===== config.mk =====
export PLATFORM = sky130hd
export DESIGN_NAME = muldiv_unit
export DESIGN_NICKNAME = d
export VERILOG_FILES = /design/src/rtl/muldiv_unit.sv
export SDC_FILE = /design/constraint.sdc
export NUM_CORES = 1
export LEC_CHECK = 0
export BUFFER_PORTS_ARGS = -buffer_cell sky130_fd_sc_hd__buf_2
export CAP_MARGIN = 20
export CORE_ASPECT_RATIO = 1.75
export CORE_UTILIZATION = 40
export CTS_CLUSTER_DIAMETER = 80
export DETAILED_ROUTE_END_ITERATION = 12
export GPL_TIMING_DRIVEN = 0
export PLACE_DENSITY = 0.6
export SYNTH_ARGS = -nofsm -noshare
export SYNTH_HDL_FRONTEND = slang
export SYNTH_SLANG_ARGS = --single-unit

===== constraint.sdc =====
create_clock -name CLK -period 10.36 [get_ports CLK]
set_clock_uncertainty 0.15 [all_clocks]
set_input_delay 2.072 -clock CLK [delete_from_list [all_inputs] [get_ports CLK]]
set_output_delay 2.072 -clock CLK [all_outputs]
set_load 0.01 [all_outputs]

===== src/rtl/muldiv_unit.sv =====
// Iterative RV32M multiply/divide unit (shift-add multiply, restoring divide) with START/VALID handshake.
// Optional macro FAST_MUL_EN: MUL/MULH/MULHSU/MULHU complete in one cycle; divides always iterate.
module muldiv_unit #(
    parameter int XLEN  = 32,
    parameter int CNT_W = 6
) (
    input  logic            CLK,
    input  logic            RESETN,
    input  logic            START,
    input  logic [4:0]      ALUOP,
    input  logic [XLEN-1:0] DATA1,
    input  logic [XLEN-1:0] DATA2,
    input  logic            KILL,
    output logic            BUSY,
    output logic            VALID,
    output logic [XLEN-1:0] RESULT
);

    typedef enum logic [1:0] {S_IDLE, S_CALC, S_DONE} state_t;

    localparam logic [2:0] OP_MUL    = 3'd0;
    localparam logic [2:0] OP_MULH   = 3'd1;
    localparam logic [2:0] OP_MULHSU = 3'd2;
    localparam logic [2:0] OP_MULHU  = 3'd3;
    localparam logic [2:0] OP_DIV    = 3'd4;
    localparam logic [2:0] OP_DIVU   = 3'd5;
    localparam logic [2:0] OP_REM    = 3'd6;
    localparam logic [2:0] OP_REMU   = 3'd7;
    localparam logic [CNT_W-1:0] LAST_ITER = CNT_W'(XLEN - 1);

    function automatic logic [XLEN-1:0] neg_if(input logic neg, input logic [XLEN-1:0] v);
        return neg ? -v : v;
    endfunction

    function automatic logic [2*XLEN-1:0] neg_if_wide(input logic neg, input logic [2*XLEN-1:0] v);
        return neg ? -v : v;
    endfunction

    state_t              state_q;
    logic [CNT_W-1:0]    cnt_q;
    logic [2:0]          op_q;
    logic [XLEN-1:0]     a_q, b_q;
    logic                neg_a_q, neg_b_q;
    logic [2*XLEN-1:0]   acc_q, acc_d;
    logic                busy_q, valid_q;
    logic [XLEN-1:0]     result_q;

    logic [2:0]          op_in;
    logic                sa_in, sb_in, neg_a_in, neg_b_in;
    logic [XLEN-1:0]     mag_a_in, mag_b_in;
    logic                accept, div_zero, div_ovf, special;
    logic [XLEN-1:0]     special_res;
    logic                fast_in;
    logic [XLEN-1:0]     fast_res;

    logic [XLEN:0]       mul_sum;
    logic [2*XLEN-1:0]   mul_next, div_next, prod_fix;
    logic [XLEN:0]       div_rem;
    logic                div_ge;
    logic [XLEN-1:0]     div_rem_nx, quo_fix, rem_fix, calc_res;

    // Accept-time decode: signedness, magnitudes and the early-exit cases
    always_comb begin
        op_in    = ALUOP[2:0];
        sa_in    = (op_in == OP_MUL) || (op_in == OP_MULH) || (op_in == OP_MULHSU) ||
                   (op_in == OP_DIV) || (op_in == OP_REM);
        sb_in    = sa_in && (op_in != OP_MULHSU);
        neg_a_in = sa_in && DATA1[XLEN-1];
        neg_b_in = sb_in && DATA2[XLEN-1];
        mag_a_in = neg_if(neg_a_in, DATA1);
        mag_b_in = neg_if(neg_b_in, DATA2);
        accept   = START && !KILL && (ALUOP[4:3] == 2'b01) && (state_q != S_CALC);
        div_zero = op_in[2] && (DATA2 == '0);
        div_ovf  = op_in[2] && !op_in[0] && (DATA1 == {1'b1, {(XLEN-1){1'b0}}}) && (DATA2 == '1);
        special  = div_zero || div_ovf;
        if (div_zero)
            special_res = op_in[1] ? DATA1 : '1;
        else
            special_res = op_in[1] ? '0 : DATA1;
    end

`ifdef FAST_MUL_EN
    logic [2*XLEN-1:0] fast_prod;
    // Sign-extend to full width; the low 2*XLEN bits of the product are exact for all variants
    assign fast_prod = {{XLEN{neg_a_in}}, DATA1} * {{XLEN{neg_b_in}}, DATA2};
    assign fast_in   = !op_in[2];
    assign fast_res  = (op_in == OP_MUL) ? fast_prod[XLEN-1:0] : fast_prod[2*XLEN-1:XLEN];
`else
    assign fast_in  = 1'b0;
    assign fast_res = '0;
`endif

    // One iteration step; acc holds {hi, lo} for multiply and {remainder, quotient} for divide
    always_comb begin
        mul_sum    = {1'b0, acc_q[2*XLEN-1:XLEN]} + {1'b0, (acc_q[0] ? a_q : {XLEN{1'b0}})};
        mul_next   = {mul_sum, acc_q[XLEN-1:1]};
        div_rem    = {acc_q[2*XLEN-1:XLEN], acc_q[XLEN-1]};
        div_ge     = div_rem >= {1'b0, b_q};
        div_rem_nx = div_ge ? XLEN'(div_rem - {1'b0, b_q}) : div_rem[XLEN-1:0];
        div_next   = {div_rem_nx, acc_q[XLEN-2:0], div_ge};
        acc_d      = op_q[2] ? div_next : mul_next;

        prod_fix   = neg_if_wide(neg_a_q ^ neg_b_q, acc_d);
        quo_fix    = neg_if(neg_a_q ^ neg_b_q, acc_d[XLEN-1:0]);
        rem_fix    = neg_if(neg_a_q, acc_d[2*XLEN-1:XLEN]);
        case (op_q)
            OP_MUL:                      calc_res = prod_fix[XLEN-1:0];
            OP_MULH, OP_MULHSU, OP_MULHU: calc_res = prod_fix[2*XLEN-1:XLEN];
            OP_DIV, OP_DIVU:             calc_res = quo_fix;
            OP_REM, OP_REMU:             calc_res = rem_fix;
            default:                     calc_res = '0;
        endcase
    end

    always_ff @(posedge CLK or negedge RESETN) begin
        if (!RESETN) begin
            state_q  <= S_IDLE;
            cnt_q    <= '0;
            op_q     <= '0;
            a_q      <= '0;
            b_q      <= '0;
            neg_a_q  <= 1'b0;
            neg_b_q  <= 1'b0;
            acc_q    <= '0;
            busy_q   <= 1'b0;
            valid_q  <= 1'b0;
            result_q <= '0;
        end else if (KILL) begin
            state_q <= S_IDLE;
            busy_q  <= 1'b0;
            valid_q <= 1'b0;
        end else begin
            case (state_q)
                S_CALC: begin
                    acc_q <= acc_d;
                    cnt_q <= cnt_q + 1'b1;
                    if (cnt_q == LAST_ITER) begin
                        state_q  <= S_DONE;
                        busy_q   <= 1'b0;
                        valid_q  <= 1'b1;
                        result_q <= calc_res;
                    end
                end
                default: begin
                    state_q <= S_IDLE;
                    busy_q  <= 1'b0;
                    valid_q <= 1'b0;
                    if (accept) begin
                        op_q    <= op_in;
                        a_q     <= mag_a_in;
                        b_q     <= mag_b_in;
                        neg_a_q <= neg_a_in;
                        neg_b_q <= neg_b_in;
                        cnt_q   <= '0;
                        if (special) begin
                            state_q  <= S_DONE;
                            valid_q  <= 1'b1;
                            result_q <= special_res;
                        end else if (fast_in) begin
                            state_q  <= S_DONE;
                            valid_q  <= 1'b1;
                            result_q <= fast_res;
                        end else begin
                            state_q <= S_CALC;
                            busy_q  <= 1'b1;
                            acc_q   <= {{XLEN{1'b0}}, (op_in[2] ? mag_a_in : mag_b_in)};
                        end
                    end
                end
            endcase
        end
    end

    assign BUSY   = busy_q;
    assign VALID  = valid_q;
    assign RESULT = result_q;

endmodule


==> reports/results.md <==
| Item | Value |
|:---|:---|
| Post-synth EDFFs | 0 |
| Count of TritonRoute iterations in the first routing pass | 5 |
| Met3 Track Usage GR | 7.80% |
| Instance count of the mapped netlist | 2285 |
| Worst-skew pair later-pin latency | 0.48 ns |
| Detailed-route vias per instance | 6.53 |
| Headroom to the max-slew limit | 4.63% |
| Reported leakage power | 8.18 nW |
| Initial DRC count | 2045 |
| Number of antenna violations at the first check in global routing | 0 |
| Psw | 0.00367 W |
| Count of buffers from port buffering | 105 |
| Clock sinks | 173 |
| Clk network pwr share | 11.2% |
| Total die area | 43400 sq um |
| Endpoint of the most critical register-to-register path | RESULT[16]$_DFFE_PN0P_ |
| Category of the critical setup timing path | register to register |
| Chip Width | 158 um |
| Highest clock rate | 133 MHz |
| Capturing instance or port of the critical path | RESULT[16]$_DFFE_PN0P_ |
| Average wire length per cell after detail routing | 30.1 um |
| Slew of the pin with the lowest slew margin | 1.43 ns |
| Count of unique library cells instantiated by Yosys | 90 |
| Met2 track demand over resource in global routing | 70.6% |
| Portion of the clock cycle consumed by the worst path in the final layout | 72.5% |
| Final net count | 2559 |
| Core outline area | 41900 sq um |
| Crit Reg-Reg Startpoint | op_q[2]$_DFFE_PN0P_ |
| Critical path launch point | op_q[2]$_DFFE_PN0P_ |
| Total power consumption of the routed design | 0.00623 W |
| Cts-stage hold buffer count | 0 |
| Final Setup Violations | 0 |
| Smallest hold slack | 0.331 ns |
| DRC | 0 |
| Clock tree from TritonCTS | yes |
| Hold Crit Class | register to register |
| Fraction of post-synthesis cell area in the top cell type by area | 25.4% |
| Top cells by area, synth | sky130_fd_sc_hd__dfrtp_1 (25%), sky130_fd_sc_hd__nand2_1 (7.5%), sky130_fd_sc_hd__o21ai_0 (6.9%) |
| Crit path arrival time | 7.70 ns |
| Worst ir drop on vdd | 0.000151 V |
| Final period demand of the worst path | 7.51 ns |
| Vias in the first global route | 19200 |
| Avg Inst Size Synth | 7.45 sq um |
| Setup tns final | 0 ns |
| First-pass GRT wire length | 129 mm |
| Clock buffer count from CTS | 17 |
| Y dimension of the die | 275 um |
| Share of cells above drive strength 1 | 8.69% |
| Number of setup buffers added after CTS | 0 |
| Most crowded layer after global routing | met2 |
| Yosys warning count | 0 |
| Post-route core utilization | 45.2% |
| Maximum fanout count along the critical path | 10 |
| Leftover overflow at the end of global routing | 0 |
| Non-Filler Cell Area, Final | 18900 sq um |
| Status | complete, no violations |
| Hold violation total from the final report | 0 |
| Via total after detailed routing | 19500 |
| Maximum level of the CTS H-tree | 4 |
| Net Sw Frac | 58.9% |
| Wirelength, routed | 89.8 mm |
| Share of flip-flops with an asynchronous set or reset after synthesis | 100% |
| Initial core utilization | 40.6% |
| GR Util met1 | 43.5% |
| Final antenna-violating net count | 0 |
| Buffers from clock root to sink, at most | 2 |
| # IOs | 107 |
| Synth area leader | sky130_fd_sc_hd__dfrtp_1 |
| Register-to-register setup slack | 2.85 ns |
| Final number of max-transition violations | 0 |
| Pin count of the biggest net entering global routing | 110 |
| Unrepaired setup endpoints after global routing | false |
| Post-synthesis instance area | 17000 sq um |
| Total placed instance area | 18300 sq um |
| Detailed Place HPWL | 73.2 mm |
| Power density cells | 329 nW/um^2 |
| Logic depth of the worst register-to-register path | 18 |
| Seq cells post-synth | 173 |
| Internal power of the cells | 0.00256 W |
| Dominant synthesized flop cell | sky130_fd_sc_hd__dfrtp_1 |
| Max_cap viols | 0 |
| Combinational cell fraction of total power | 70.6% |
| Std cell rows | 99 |
| Worst setup SP type | register |
| Routability Congestion | 1.06 |
| Reg power frac | 18.1% |
| Type of destination of the critical path | register |
| Total nets after synthesis | 2430 |
| Cell with the most instances after synthesis | sky130_fd_sc_hd__nand2_1 |
| Post-CTS resize count | 0 |
| Synthesis-to-finish area growth | 11.2% |
| Clock transition at path regs | 0.08 ns |
| Total global-route track usage | 42.3% |
| Required arrival time at the worst endpoint | 10.56 ns |
| Root buf cell | sky130_fd_sc_hd__clkbuf_16 |
| Seq/Total Area, Yosys | 25.4% |
| Diodes inserted | 0 |
| Top post-synthesis cells by count | sky130_fd_sc_hd__nand2_1 (339), sky130_fd_sc_hd__o21ai_0 (235), sky130_fd_sc_hd__a21oi_1 (198), sky130_fd_sc_hd__dfrtp_1 (173), sky130_fd_sc_hd__nor2_1 (154) |
[flip-flops by register name, indices dropped and copies added (netlist names)]
register and flops:
acc_q 64, RESULT 32, neg_a_q 1, op_q 3, a_q 32, neg_b_q 1
b_q 32, cnt_q 6, BUSY 1, state_q 1
[worst max-delay path: stages (launching register included)]
cell	delay, ns
sky130_fd_sc_hd__dfrtp_1	0.43
sky130_fd_sc_hd__buf_2	0.31
sky130_fd_sc_hd__buf_2	0.39
sky130_fd_sc_hd__buf_2	0.38
sky130_fd_sc_hd__buf_1	0.58
sky130_fd_sc_hd__clkbuf_1	0.60
sky130_fd_sc_hd__buf_2	0.53
sky130_fd_sc_hd__buf_1	0.72
sky130_fd_sc_hd__o21ai_0	0.43
sky130_fd_sc_hd__inv_1	0.20
sky130_fd_sc_hd__ha_1	0.27
sky130_fd_sc_hd__nand2_1	0.08
sky130_fd_sc_hd__a311oi_1	0.57
sky130_fd_sc_hd__nand3_1	0.42
sky130_fd_sc_hd__nor4_4	0.41
sky130_fd_sc_hd__a21oi_1	0.14
sky130_fd_sc_hd__xnor2_1	0.19
sky130_fd_sc_hd__a221oi_1	0.44
sky130_fd_sc_hd__o21ai_0	0.13
[power by group through the flow]
stage	logic (W)	clock network (W)	registers [W]
2_1_floorplan	0.00268	0	0.00100
3_3_place_gp	0.00413	0	0.00112
3_5_place_dp	0.00415	0	0.00113
4_1_cts	0.00418	0.000693	0.00111
5_1_grt	0.00461	0.000722	0.00114
6_report	0.00440	0.000700	0.00113
[cell usage in the layout, fill, tap and decap left out, types with 11 or more instances in the layout]
| master | synthesis | final |
|---|---|---|
| sky130_fd_sc_hd__o21a_1 | 15 | 15 |
| sky130_fd_sc_hd__xnor2_1 | 97 | 97 |
| sky130_fd_sc_hd__nand2b_1 | 17 | 17 |
| sky130_fd_sc_hd__a21oi_1 | 198 | 198 |
| sky130_fd_sc_hd__nand4_1 | 32 | 32 |
| sky130_fd_sc_hd__o21ai_1 | 12 | 12 |
| sky130_fd_sc_hd__a211oi_1 | 26 | 26 |
| sky130_fd_sc_hd__o21bai_1 | 12 | 12 |
| sky130_fd_sc_hd__o211ai_1 | 32 | 32 |
| sky130_fd_sc_hd__clkbuf_1 | 87 | 87 |
| sky130_fd_sc_hd__dfrtp_1 | 173 | 173 |
| sky130_fd_sc_hd__ha_1 | 70 | 70 |
| sky130_fd_sc_hd__and3_1 | 20 | 20 |
| sky130_fd_sc_hd__or3_1 | 25 | 25 |
| sky130_fd_sc_hd__a21o_1 | 33 | 33 |
| sky130_fd_sc_hd__o22ai_1 | 17 | 17 |
| sky130_fd_sc_hd__a31oi_1 | 46 | 46 |
| sky130_fd_sc_hd__and2_1 | 46 | 46 |
| sky130_fd_sc_hd__buf_1 | 16 | 16 |
| sky130_fd_sc_hd__o31ai_1 | 29 | 28 |
| sky130_fd_sc_hd__nor2_1 | 154 | 154 |
| sky130_fd_sc_hd__inv_1 | 77 | 77 |
| sky130_fd_sc_hd__nand2_1 | 339 | 339 |
| sky130_fd_sc_hd__a22o_1 | 11 | 11 |
| sky130_fd_sc_hd__nor2b_1 | 11 | 11 |
| sky130_fd_sc_hd__buf_2 | 19 | 123 |
| sky130_fd_sc_hd__xor2_1 | 67 | 67 |
| sky130_fd_sc_hd__clkbuf_16 | 0 | 17 |
| sky130_fd_sc_hd__nor4_1 | 25 | 25 |
| sky130_fd_sc_hd__mux2i_1 | 70 | 70 |
| sky130_fd_sc_hd__a221oi_1 | 12 | 12 |
| sky130_fd_sc_hd__nand3_1 | 39 | 39 |
| sky130_fd_sc_hd__o21ai_0 | 235 | 235 |
| sky130_fd_sc_hd__nor3_1 | 59 | 58 |
[layer usage]
metal	part of all wire (%)	wire, um
met5	0	0
met4	12	10800
met3	6.9	6230
met2	47	42200
met1	34	30600
[through the flow]
stage          worst slack [ns]  instances
5_1_grt                    2.73       2982
2_1_floorplan              5.39       2285
4_1_cts                    3.21       2980
6_report                   2.85       2982
3_3_place_gp               3.28       2945
3_5_place_dp               3.26       2948
[cell type report]
| type | count | area (sq um) |
|---|---|---|
| timing repair buffer | 110 | 596 |
| sequential | 173 | 4330 |
| fill | 4418 | 22900 |
| clock inverter | 15 | 178 |
| clock buffer | 17 | 425 |
| buffer | 131 | 556 |
| tap | 555 | 694 |
| multi-input combinational | 1904 | 11900 |
| inverter | 77 | 289 |
[cell families after synthesis]
logic type,after synthesis,synth area share (%)
simple gates,809,22.3
compound gates,784,29.0
buf+inv,208,4.96
flops,173,25.4
xor+xnor,164,8.44
mux,75,4.45
fa+ha+maj,72,5.38
[how the worst min path moves through the flow]
stage / from / endpoint / depth (start not counted)
final: a_q[7]$_DFFE_PN0P_ / a_q[7]$_DFFE_PN0P_ / 2
after global placement: a_q[13]$_DFFE_PN0P_ / a_q[13]$_DFFE_PN0P_ / 2
after global routing: RESULT[0]$_DFFE_PN0P_ / RESULT[0]$_DFFE_PN0P_ / 2
after CTS: a_q[2]$_DFFE_PN0P_ / a_q[2]$_DFFE_PN0P_ / 2
after floorplan: a_q[31]$_DFFE_PN0P_ / a_q[31]$_DFFE_PN0P_ / 2
after detailed placement: a_q[31]$_DFFE_PN0P_ / a_q[31]$_DFFE_PN0P_ / 2
Power figures use the tool's default switching activity.
